<file path="src/rtl/core_pkg.sv">
// Shared core types: fetch entry record, NOP encoding and PC alignment helper.
package core_pkg;
  localparam int XLEN = 32;
  localparam logic [XLEN-1:0] NOP_INSTR = 32'h0000_0013;

  typedef struct packed {
    logic [XLEN-1:0] pc;
    logic [XLEN-1:0] instr;
  } fetch_entry_t;

  function automatic logic [XLEN-1:0] align_pc(input logic [XLEN-1:0] a);
    return {a[XLEN-1:2], 2'b00};
  endfunction
endpackage

</file>
<file path="src/rtl/instr_fetch_if.sv">
// Fetch -> decode valid/ready handshake carrying the {pc, instruction} head.
interface instr_fetch_if;
  import core_pkg::*;
  logic            if_valid;
  logic            if_ready;
  logic [XLEN-1:0] if_instr;
  logic [XLEN-1:0] if_pc;

  modport master (output if_valid, output if_instr, output if_pc, input if_ready);
  modport slave  (input if_valid, input if_instr, input if_pc, output if_ready);
endinterface

</file>
<file path="src/rtl/instr_fetch_fifo.sv">
// Synchronous prefetch FIFO with flush; pointers wrap naturally at DEPTH (power of 2).
module fetch_fifo #(
  parameter int  DEPTH = 4,
  parameter type T     = logic [63:0]
) (
  input  logic                   clk,
  input  logic                   rst_n,
  input  logic                   push,
  input  logic                   pop,
  input  logic                   flush,
  input  T                       din,
  output T                       head,
  output logic [$clog2(DEPTH):0] count
);
  localparam int AW = $clog2(DEPTH);

  T               mem [DEPTH];
  logic [AW-1:0]  wr_ptr, rd_ptr;

  always_ff @(posedge clk or negedge rst_n) begin
    if (!rst_n) begin
      wr_ptr <= '0;
      rd_ptr <= '0;
      count  <= '0;
    end else if (flush) begin
      wr_ptr <= '0;
      rd_ptr <= '0;
      count  <= '0;
    end else begin
      if (push) wr_ptr <= wr_ptr + 1'b1;
      if (pop)  rd_ptr <= rd_ptr + 1'b1;
      if (push && !pop)      count <= count + 1'b1;
      else if (!push && pop) count <= count - 1'b1;
    end
  end

  // Storage needs no reset: only entries below count are ever observed.
  always_ff @(posedge clk) begin
    if (push && !flush) mem[wr_ptr] <= din;
  end

  assign head = mem[rd_ptr];
endmodule

</file>
<file path="src/rtl/instr_fetch.sv">
// Instruction fetch front-end: PC, imem read, prefetch FIFO, redirect flush.
// Optional IFETCH_STATS_EN adds saturating fetched/flushed counters.
module instr_fetch
  import core_pkg::*;
#(
  parameter logic [31:0] RESET_PC = 32'h0000_0000,
  parameter int          DEPTH    = 4
) (
  input  logic            clk,
  input  logic            rst_n,
  input  logic            fetch_en,
  output logic [XLEN-1:0] imem_addr,
  input  logic [XLEN-1:0] imem_rdata,
  input  logic            redirect_valid,
  input  logic [XLEN-1:0] redirect_pc,
  instr_fetch_if.master   dec
`ifdef IFETCH_STATS_EN
  ,
  output logic [31:0]     stat_fetched,
  output logic [31:0]     stat_flushed
`endif
);
  localparam int CW = $clog2(DEPTH) + 1;

  logic [XLEN-1:0] pc_q;
  logic [CW-1:0]   count;
  fetch_entry_t    head, wr_entry;
  logic            has, push, pop;

  assign has          = (count != '0);
  assign dec.if_valid = has & ~redirect_valid;
  assign pop          = dec.if_valid & dec.if_ready;
  // A full FIFO may still accept when the head leaves in the same cycle.
  assign push         = fetch_en & ~redirect_valid & ((count < CW'(DEPTH)) | pop);
  assign dec.if_instr = has ? head.instr : NOP_INSTR;
  assign dec.if_pc    = has ? head.pc    : pc_q;
  assign imem_addr    = pc_q;
  assign wr_entry     = '{pc: pc_q, instr: imem_rdata};

  always_ff @(posedge clk or negedge rst_n) begin
    if (!rst_n)              pc_q <= RESET_PC;
    else if (redirect_valid) pc_q <= align_pc(redirect_pc);
    else if (push)           pc_q <= pc_q + 32'd4;
  end

  fetch_fifo #(.DEPTH(DEPTH), .T(fetch_entry_t)) u_fifo (
    .clk   (clk),
    .rst_n (rst_n),
    .push  (push),
    .pop   (pop),
    .flush (redirect_valid),
    .din   (wr_entry),
    .head  (head),
    .count (count)
  );

`ifdef IFETCH_STATS_EN
  logic [32:0] flush_sum;
  assign flush_sum = {1'b0, stat_flushed} + 33'(count);

  always_ff @(posedge clk or negedge rst_n) begin
    if (!rst_n) begin
      stat_fetched <= '0;
      stat_flushed <= '0;
    end else begin
      if (pop && stat_fetched != '1) stat_fetched <= stat_fetched + 32'd1;
      if (redirect_valid) stat_flushed <= flush_sum[32] ? '1 : flush_sum[31:0];
    end
  end
`endif
endmodule

</file>
<file path="src/flat_wrapper.sv">
// flat-port wrapper written by rule: the top's interface ports become plain ports
module instr_fetch_flat import core_pkg::*;
#(
  parameter logic [31:0] RESET_PC = 32'h0000_0000,
  parameter int          DEPTH    = 4
)
  (clk, rst_n, fetch_en, imem_addr, imem_rdata, redirect_valid, redirect_pc, dec_if_valid, dec_if_instr, dec_if_pc, dec_if_ready);
  instr_fetch_if dec_i ();
  input  logic clk;
  input  logic rst_n;
  input  logic fetch_en;
  output logic [XLEN-1:0] imem_addr;
  input  logic [XLEN-1:0] imem_rdata;
  input  logic redirect_valid;
  input  logic [XLEN-1:0] redirect_pc;
  output wire logic [$bits(dec_i.if_valid)-1:0] dec_if_valid;
  output wire logic [$bits(dec_i.if_instr)-1:0] dec_if_instr;
  output wire logic [$bits(dec_i.if_pc)-1:0] dec_if_pc;
  input wire logic [$bits(dec_i.if_ready)-1:0] dec_if_ready;
  assign dec_if_valid = dec_i.if_valid;
  assign dec_if_instr = dec_i.if_instr;
  assign dec_if_pc = dec_i.if_pc;
  assign dec_i.if_ready = dec_if_ready;
  instr_fetch #(.RESET_PC(RESET_PC), .DEPTH(DEPTH)) u_core (.clk(clk), .rst_n(rst_n), .fetch_en(fetch_en), .imem_addr(imem_addr), .imem_rdata(imem_rdata), .redirect_valid(redirect_valid), .redirect_pc(redirect_pc), .dec(dec_i));
endmodule
</file>
<file path="config.mk">
export PLATFORM = sky130hd
export DESIGN_NAME = instr_fetch_flat
export DESIGN_NICKNAME = d
export VERILOG_FILES = /design/src/rtl/core_pkg.sv /design/src/rtl/instr_fetch_if.sv /design/src/rtl/instr_fetch_fifo.sv /design/src/rtl/instr_fetch.sv /design/src/flat_wrapper.sv
export SDC_FILE = /design/constraint.sdc
export NUM_CORES = 1
export LEC_CHECK = 0
export BUFFER_PORTS_ARGS = -buffer_cell sky130_fd_sc_hd__buf_2
export CAP_MARGIN = 15
export CORE_MARGIN = 2
export CORE_UTILIZATION = 40
export DETAILED_ROUTE_END_ITERATION = 12
export GPL_TIMING_DRIVEN = 0
export SETUP_SLACK_MARGIN = 0.1
export SLEW_MARGIN = 40
export SYNTH_ARGS = -nofsm -noshare
export SYNTH_HDL_FRONTEND = slang
export SYNTH_SLANG_ARGS = --single-unit
</file>
<file path="constraint.sdc">
create_clock -name clk -period 3.7 [get_ports clk]
set_input_delay 0 -clock clk [delete_from_list [all_inputs] [get_ports clk]]
set_output_delay 0 -clock clk [all_outputs]
set_load 0.01 [all_outputs]
</file>
== Yosys cells after proc, flatten, opt, wreduce, memory -nomap -nowiden ==
Memory sizes are Yosys's and may differ from the RTL's.
Cells that the tools add are included.

* Add/sub/neg operators: 5
* Reductions and logical operators: 10
* Bitwise logic cells: 6
* $lt $le $gt $ge: 1
* Muxes and demuxes: 13

{| class="wikitable"
|+ Operators by type and width
! operator !! count
|-
| $mux 32 || 4
|-
| $add 32x3->32 const B || 1
|-
| $mux 3 || 3
|-
| $mux 2 || 4
|-
| $reduce_bool 3->1 || 2
|-
| $add 2x1->2 const B || 2
|-
| $and 1x1->1 || 4
|-
| $reduce_bool 2->1 || 2
|-
| $add 3x1->3 const B || 1
|-
| $logic_and 1x1->1 || 3
|-
| $logic_not 1->1 || 3
|-
| $lt 3x3->1 const B || 1
|-
| $sub 3x1->3 const B || 1
|-
| $mux 1 || 2
|-
| $not 1->1 || 1
|-
| $or 1x1->1 || 1
|}

* Word-level logic and storage cells: 40
* Memories kept: 1
* Output and inout bits: 97
* Register bits after elaboration: 39
* Input port bits: 69
* Memory bits (writable): 256

{| class="wikitable"
|+ Memory list
! name !! words !! bits a word !! rd ports !! clocked after memory_dff !! wr ports !! RTL line !! source
|-
| u_core.u_fifo.mem || 4 || 64 || 1 || 0 || 1 || instr_fetch_fifo.sv:17 || <nowiki>T mem [DEPTH];</nowiki>
|}

== Depth between registers and ports, before layout ==
Gate-level depths: netlist (run 1).

* Depth in word-level cells: 10
* Depth in mapped cells: 9
* Depth with buffers taken out: 8

== By module ==
From an unflattened synthesis (run 1), not the netlist that was laid out.

* Cells, all modules: 646
* Area total of the unflattened synthesis: 11,984.0 sq um

{| class="wikitable"
|+ Modules (own cells, without submodules)
! module !! sequential area each (sq um) !! times used !! area an instance (sq um) !! cells each
|-
| fetch_fifo || 7,862.5 || 1 || 9,661.8 || 377
|-
| instr_fetch || 750.7 || 1 || 2,322.2 || 269
|}

== Worst setup path before layout (run 1) ==
OpenSTA, ideal clock, no wires.

* Path kind: reg2reg
* Start point: register u_core.u_fifo.count[2]
* End point: memory u_core.u_fifo.mem[0][0] (netlist bit), enable pin
* Setup slack: 0.712 ns
* Setup time: 0.427 ns
* Stages on the path, launching flop included: 6
* Arrival: 2.562 ns
* Buffers on the path: 1
* Clock period less this slack: 2.988 ns
* Data required time: 3.273 ns
* Cell sequence: dfrtp_1 > nand2b_1 > clkbuf_1 > nand2_1 > nor2_1 > and2_1

* Cells in the longest elaborated chain, start to end: 8
* Elaborated cells on any way between the ends: 9
* Those cells by class: order compare (1); mux (2); bitwise (4); reduce/logical (2)

{| class="wikitable"
|+ Ends and longest elaborated chain
! item !! RTL line !! source
|-
| from (decl) || instr_fetch_fifo.sv:13 || <nowiki>output logic [$clog2(DEPTH):0] count</nowiki>
|-
| from (signal assigned) || instr_fetch_fifo.sv:32 || <nowiki>if (push && !pop) count <= count + 1'b1;</nowiki>
|-
| from (signal assigned) || instr_fetch_fifo.sv:33 || <nowiki>else if (!push && pop) count <= count - 1'b1;</nowiki>
|-
| $reduce_bool 3->1 || instr_fetch.sv:30 || <nowiki>assign has = (count != '0);</nowiki>
|-
| $and 1x1->1 || instr_fetch.sv:31 || <nowiki>assign dec.if_valid = has & ~redirect_valid;</nowiki>
|-
| $and 1x1->1 || instr_fetch.sv:32 || <nowiki>assign pop = dec.if_valid & dec.if_ready;</nowiki>
|-
| $or 1x1->1 * || instr_fetch.sv:34 || <nowiki>assign push = fetch_en & ~redirect_valid & ((count < CW'(DEPTH)) | pop);</nowiki>
|-
| $and 1x1->1 * || instr_fetch.sv:34 ||
|-
| $logic_and 1x1->1 * || instr_fetch_fifo.sv:39 || <nowiki>if (push && !flush) mem[wr_ptr] <= din;</nowiki>
|-
| $mux 1 * || instr_fetch_fifo.sv:39 ||
|-
| $mux 1 (implied by the code) * || instr_fetch_fifo.sv:39 ||
|-
| to (decl) || instr_fetch_fifo.sv:17 ||
|}

Every way passes the cells marked *; elsewhere a longest branch is shown, timed or not.

== Final worst setup path (run 1) ==
* Start point: register u_core.u_fifo.count[2]
* End point: output port dec_if_pc[15]

* Cells in the longest elaborated chain, start to end: 2

{| class="wikitable"
|+ Ends and longest elaborated chain
! item !! RTL line !! source
|-
| $reduce_bool 3->1 || instr_fetch.sv:30 ||
|-
| $mux 32 || instr_fetch.sv:36 || <nowiki>assign dec.if_pc = has ? head.pc : pc_q;</nowiki>
|-
| to (decl) || flat_wrapper.sv:18 || <nowiki>output wire logic [$bits(dec_i.if_pc)-1:0] dec_if_pc;</nowiki>
|}

No other way between the ends.

==> results of run 1 <==
[power by group through the flow]
stage | Clock [µW] | Combinational [µW] | Sequential, µW
floorplan | 0 | 1280 | 3870
detailed placement | 0 | 2060 | 3890
CTS | 2920 | 2120 | 3830
global placement | 0 | 2020 | 3900
finish | 2830 | 2070 | 3830
global route | 3030 | 2270 | 3850
[flip-flops by register name, indices dropped and copies added, names as in the netlist]
register	count
u_core.u_fifo.rd_ptr	2
u_core.u_fifo.mem	248
u_core.imem_addr	30
u_core.u_fifo.wr_ptr	2
u_core.u_fifo.count	3
[final cells by class]
cell class / instances / area, µm² / share of cell area
inverters: 10 / 37.54 / 0.002523
multi-input cells: 330 / 3199 / 0.2151
plain buffers: 40 / 188.9 / 0.01270
clock buffers: 35 / 758.2 / 0.05097
repair buffers: 235 / 1669 / 0.1122
flip-flops and latches: 285 / 8373 / 0.5629
well taps: 384 / 480.5 / 0.03230
clock inverters: 18 / 168.9 / 0.01136
[stage by stage]
step           hold slack, ns  power [µW]    util
2_1_floorplan         -0.2956        5150       -
3_3_place_gp           0.1876        5919  0.4526
3_5_place_dp          0.01618        5949  0.4591
4_1_cts               0.05491        8868  0.5155
5_1_grt                0.1005        9147  0.5155
6_report              0.07850        8725  0.5155
[placed cells by master, fill, tap and decap left out, types with 8 or more instances in the layout]
cell type	instances
edfxtp_1	248
buf_2	164
dlygate4sd3_1	68
mux4_2	62
dfrtp_1	37
clkbuf_1	30
nor2b_1	30
mux2_2	30
nand2_1	30
clkbuf_16	29
nor2_1	25
a31oi_1	16
nand3_1	14
or4_1	14
o31ai_1	13
o21ai_0	12
nand4_1	12
inv_1	10
o311ai_0	10
clkinv_2	8
[metal layers]
metal	track usage	vias up	share of wire
met3	0.02814	40	0.055
met4	0.04167	0	0.019
met5	0	-	0
met1	0.2401	3548	0.44
li1	-	3200	-
met2	0.2953	190	0.49
[synth_stat cells, types with 4 or more instances]
cell type	n	area share
nand4_1	12	0.0064
o311ai_0	10	0.0074
buf_4	4	0.0025
or2_2	7	0.0037
nor2b_1	30	0.016
edfxtp_1	248	0.63
o21ai_0	12	0.0051
and2_1	5	0.0027
a31oi_1	16	0.0085
ha_1	5	0.0053
or4_1	14	0.0089
buf_2	7	0.0030
nand2_1	30	0.0096
mux4_2	62	0.12
xnor2_1	6	0.0045
nor3_1	7	0.0030
nor2_1	25	0.0080
inv_1	10	0.0032
dfrtp_1	37	0.079
and4_1	4	0.0030
clkbuf_1	25	0.0080
nand3_1	14	0.0059
o31ai_1	13	0.0083
a21oi_1	4	0.0017
mux2_2	30	0.029
[kinds of logic (layout without fill, tap and decap cells)]
kind of cell / count (synthesis) / in the layout
buffers and inverters: 50 / 338
xor gates and xnor gates: 9 / 9
adders and majority gates: 6 / 6
and+or+nand+nor: 158 / 158
AOI/OAI and AO/OA: 60 / 60
muxes: 93 / 93
other: 1 / 4
DFF: 285 / 285
[critical path: stages, from the launching register on]
cell and delay [ns]:
dfrtp_1 0.46, nor3_1 0.32, clkbuf_1 0.60, clkbuf_1 0.62
mux2_2 0.43, buf_2 0.15
[final timing paths]
path / startpoint / end / slack (ns) / cells past startpoint
worst max register to register: u_core.imem_addr[4] / u_core.imem_addr[27] / 0.87 / 6
worst min-delay path: fetch_en / u_core.u_fifo.wr_ptr[1] / 0.08 / 4
max in group asynchronous: rst_n / u_core.imem_addr[13] / 2.85 / 4
worst max-delay path: u_core.u_fifo.count[2] / dec_if_pc[15] / 0.59 / 5
worst min register to register: u_core.u_fifo.wr_ptr[1] / u_core.u_fifo.wr_ptr[1] / 0.59 / 2
min in group asynchronous: rst_n / u_core.imem_addr[8] / 0.43 / 3
[timing repair]
item,in CTS,in global routing
hold buffers,69,0
endpoints found under the hold margin,198,0
setup endpoints to repair,0,0
==> summary.json, run 1 <==
{
  "cts_sinks": 285,
  "post_synth_num_cell_types": 43,
  "ctsLongestPathBuffers": 3,
  "worst_supply_voltage_drop_on_vdd_v": 0.0003802,
  "path_class": "reg2out",
  "avgRoutedWirePerCell_um": 20.15,
  "grt.overflow.total": 0,
  "via_count_normalized_by_instance_count": 5.219,
  "route.detailed.drc": 0,
  "biggest_fanout_along_the_worst_timing_path": 10,
  "synth_seq_area_share": 0.7109,
  "p_sw_frac": 0.2725,
  "post_synth_xor_area_fraction": 0.006693,
  "placed_instances": 1215,
  "design_area_um2": 14880,
  "fmax_ghz": 0.3213,
  "drt_total_wl_mm": 26.94,
  "critPathCaptureType": "output pin",
  "grt_start_max_net_pins": 32,
  "vias": 6978,
  "clock_skew_ns": 0.008903,
  "setup_ws_ns": 0.5873,
  "finalWorstPathRequiredPeriod_ns": 3.113,
  "gp_congestion": 0.7710,
  "clockPowerShare": 0.324,
  "post_dp_hpwl_mm": 16.88,
  "num-fill-cells": 2477,
  "net-switching-power_uw": 2378,
  "finalSetupTns_ns": 0,
  "clk_pin_slew_worst_paths_ns": 0.06,
  "globalRouteTotalUtil": 0.1751,
  "cts-buffers-inserted": 29,
  "timing_max_transition_violations_final": 0,
  "postSynthCellCount": 662,
  "report.final.setup_viol": 0,
  "hold_path_class": "in2reg",
  "buffer_ports.inserted": 158,
  "internal_power_uw": 6347,
  "cts_tree": "built",
  "leakagePower_uw": 0.005179,
  "mappedNetlistArea_um2": 11780,
  "timing.final.crit_share": 0.8413,
  "finalHoldViolCount": 0,
  "synth_top_flop_cell": "edfxtp_1",
  "number_of_synthesized_flops_with_an_enable_pin": 248,
  "fp.dieArea_um2": 30830,
  "first_global_vias": 7296,
  "cts.htree.levels": 1,
  "timing.max_slew.rel_slack": 0.4599,
  "power_density_nw_per_um2": 586.5,
  "worst_ep_required_time_ns": 3.70,
  "cts.repair_timing.setup_buffer_count": 0,
  "worst_pin_slew_ns": 0.8102,
  "placement_rows": 62,
  "num_antenna_cells": 0,
  "detailedPlace.worstSlack_ns": 1.060,
  "layout-area-overhead-vs-synth_pct": 26.30,
  "drt.antenna.violating_nets": 0,
  "chipHeight_um": 175.6,
  "combinationalPowerShare": 0.237,
  "placement.cell_area_um2": 13250,
  "num_io_pins": 166,
  "die_x_um": 175.6,
  "fraction_of_final_layout_cells_with_drive_strength_greater_than_1": 0.3442,
  "drv.max_cap_violation_count": 0,
  "dominant_combinational_cell_family_by_area_after_synthesis": "multiplexers",
  "grt_first_pass_wirelength_mm": 41.52,
  "worstPathArrival_ns": 3.11,
  "syn-mean-instance-area_um2": 17.79,
  "async_flop_share": 0.1298,
  "power.sequential.fraction": 0.439,
  "post_cts_resized": 0,
  "area_of_the_core_um2": 28860,
  "synth-simple-area-share": 0.07330,
  "grt_antenna_before_repair": 0,
  "synth_compound_gate_area_share": 0.03442,
  "start_util": 0.4081,
  "startpoint_type": "flip-flop",
  "finish.net_count": 1006,
  "synth-seq-cells": 285,
  "run_status": "completed",
  "synthAdderAreaFrac": 0.007012,
  "rsz0062_at_grt": "false",
  "layoutNonFillerInstCount": 1337,
  "root_buffer": "clkbuf_16",
  "dr.first_iter.drc_count": 428,
  "clk_latency_ns": 0.53,
  "detail_route.first_pass.iterations": 5,
  "synthMuxAreaShare": 0.1481,
  "synth-warning-count": 0
}
Power figures use the tool's default switching activity.
==> run 2, diff against run 1 <==
==> constraint.sdc (replaced) <==
create_clock -name clk -period 2.65 [get_ports clk]
set_input_delay 0 -clock clk [delete_from_list [all_inputs] [get_ports clk]]
set_output_delay 0 -clock clk [all_outputs]
set_load 0.01 [all_outputs]
==> summary.json, run 2 (synthesis results as in run 1) <==
{
  "post_dp_hpwl_mm": 16.73,
  "crit_buf_inv": 1,
  "fraction_of_final_layout_cells_with_drive_strength_greater_than_1": 0.3655,
  "startpoint_type": "flip-flop",
  "area_of_the_core_um2": 28860,
  "cts_tree": "built",
  "route.detailed.drc": 0,
  "dr.first_iter.drc_count": 484,
  "die_x_um": 175.6,
  "flip_flop_count_of_the_largest_register_after_layout": 248,
  "clk_pin_slew_worst_paths_ns": 0.06,
  "finish.net_count": 1004,
  "start_util": 0.4081,
  "clock_skew_ns": 0.02021,
  "gp_congestion": 0.7467,
  "cp_slowest_stage_delay_ns": 0.56,
  "via_count_normalized_by_instance_count": 5.222,
  "grt_antenna_before_repair": 0,
  "final_core_utilization": 0.5148,
  "timing_max_transition_violations_final": 0,
  "detail_route.first_pass.iterations": 5,
  "leakagePower_uw": 0.005182,
  "detailedPlace.worstSlack_ns": 0.04143,
  "placement_rows": 62,
  "grt_first_pass_wirelength_mm": 40.83,
  "vias": 6976,
  "final_common_cell": "edfxtp_1",
  "placed_instances": 1212,
  "layout.cells.most_common_list": "edfxtp_1, buf_2, dlygate4sd3_1",
  "num_io_pins": 166,
  "hold_path_class": "in2reg",
  "clk_latency_ns": 0.54,
  "globalRouteTotalUtil": 0.1727,
  "timing.final.crit_share": 0.9223,
  "chipHeight_um": 175.6,
  "drt.antenna.violating_nets": 0,
  "drv.max_cap_violation_count": 0,
  "rsz0062_at_grt": "true",
  "layoutNonFillerInstCount": 1336,
  "num_antenna_cells": 0,
  "first_global_vias": 7078,
  "biggest_fanout_along_the_worst_timing_path": 9,
  "worstPathArrival_ns": 2.92,
  "cts.repair_timing.setup_buffer_count": 0,
  "power_density_nw_per_um2": 820.6,
  "cts.htree.levels": 1,
  "cts_sinks": 285,
  "grt_start_max_net_pins": 38,
  "finalPower_uw": 12190,
  "finalHoldViolCount": 0,
  "grt.overflow.total": 0,
  "finalWorstPathRequiredPeriod_ns": 2.444,
  "cts-buffers-inserted": 30,
  "worst_ep_required_time_ns": 3.13,
  "run_status": "completed",
  "path_class": "reg2reg",
  "buffer_ports.inserted": 158,
  "layout-area-overhead-vs-synth_pct": 26.13,
  "top_register": "u_core.u_fifo.mem",
  "worst_pin_slew_ns": 0.5885,
  "root_buffer": "clkbuf_16",
  "worst_supply_voltage_drop_on_vdd_v": 0.0005040,
  "worst_path_dominant_cell_family": "simple AND/OR/NAND/NOR gates",
  "fmax_ghz": 0.4091,
  "report.final.setup_viol": 0,
  "timing.critical_path.slowest_stage_cell": "or4_1",
  "critPathCaptureType": "flip-flop",
  "drt_total_wl_mm": 27.17,
  "setup_ws_ns": 0.2058,
  "avgRoutedWirePerCell_um": 20.33,
  "fp.dieArea_um2": 30830,
  "ctsLongestPathBuffers": 3,
  "timing.max_slew.rel_slack": 0.6077,
  "path_cells": "and4_1 -> nand3_1 -> or4_1 -> a31oi_1 -> dlygate4sd3_1"
}
-- run 2: cell types whose count changed in the layout (fill, tap and decap cells not counted), sizes merged --
cell,change
bufinv,-2
clkinv,-5
buf,-2
clkbuf,+5
and2,+3
dlygate4sd3,-1
clkinvlp,+1
-- run 2: tightest hold or removal path, stage by stage --
cell	delay, ns
clkbuf_1	0.35
or4_1	0.18
nand3_1	0.07
-- run 2: timing repair --
action,CTS,global route
hold buffers,68,0
cloned,0,3
pin swaps,2,3
hold endpoints to repair,197,0
resized for setup,14,20
setup endpoints to repair,158,151
-- run 2: metrics by stage --
stage / instance area, µm² / TNS [ns] / hold slack, ns
3_3_place_gp: 13070 / -144.81 / 0.1825
2_1_floorplan: 11790 / 0 / -0.2956
5_1_grt: 14860 / 0 / 0.08959
4_1_cts: 14810 / 0 / 0.04356
6_report: 14860 / 0 / 0.1053
3_5_place_dp: 13170 / 0 / 0.01721
-- run 2: cell type report --
cell class / count / area [µm²]
tap: 384 / 480.5
fill: 2443 / 14000
timing repair buffer: 231 / 1584
clock inverter: 12 / 88.84
inverter: 10 / 37.54
clock buffer: 43 / 840.8
buffer: 38 / 210.2
multi-input combinational: 333 / 3229
sequential: 285 / 8384
-- run 2: final timing paths --
kind,startpoint,endpoint,slack (ns),cells past startpoint
worst max-delay path,u_core.imem_addr[7],u_core.imem_addr[17],0.21,5
worst min-delay path,redirect_valid,u_core.imem_addr[9],0.11,3
worst max register to register,u_core.imem_addr[7],u_core.imem_addr[17],0.21,5
worst min register to register,u_core.u_fifo.wr_ptr[1],u_core.u_fifo.wr_ptr[1],0.59,2
max in group asynchronous,rst_n,u_core.u_fifo.rd_ptr[0],1.93,4
min in group asynchronous,rst_n,u_core.imem_addr[21],0.50,4
-- run 2: power breakdown --
part           switching (µW)  total (µW)  leakage [µW]  internal [µW]
clock                    1640        3930      0.000447           2290
combinational            1460        2870       0.00205           1410
sequential                226        5390       0.00268           5160
total                    3330       12200       0.00518           8860
-- run 2: per-layer routing --
layer	wire, µm	GRT usage	vias to the layer above	part of all wire
met4	389	0.03857	0	0.014
li1	-	-	3205	-
met5	0	0	-	0
met3	1617	0.03074	33	0.060
met1	11860	0.2447	3541	0.44
met2	13300	0.2817	197	0.49
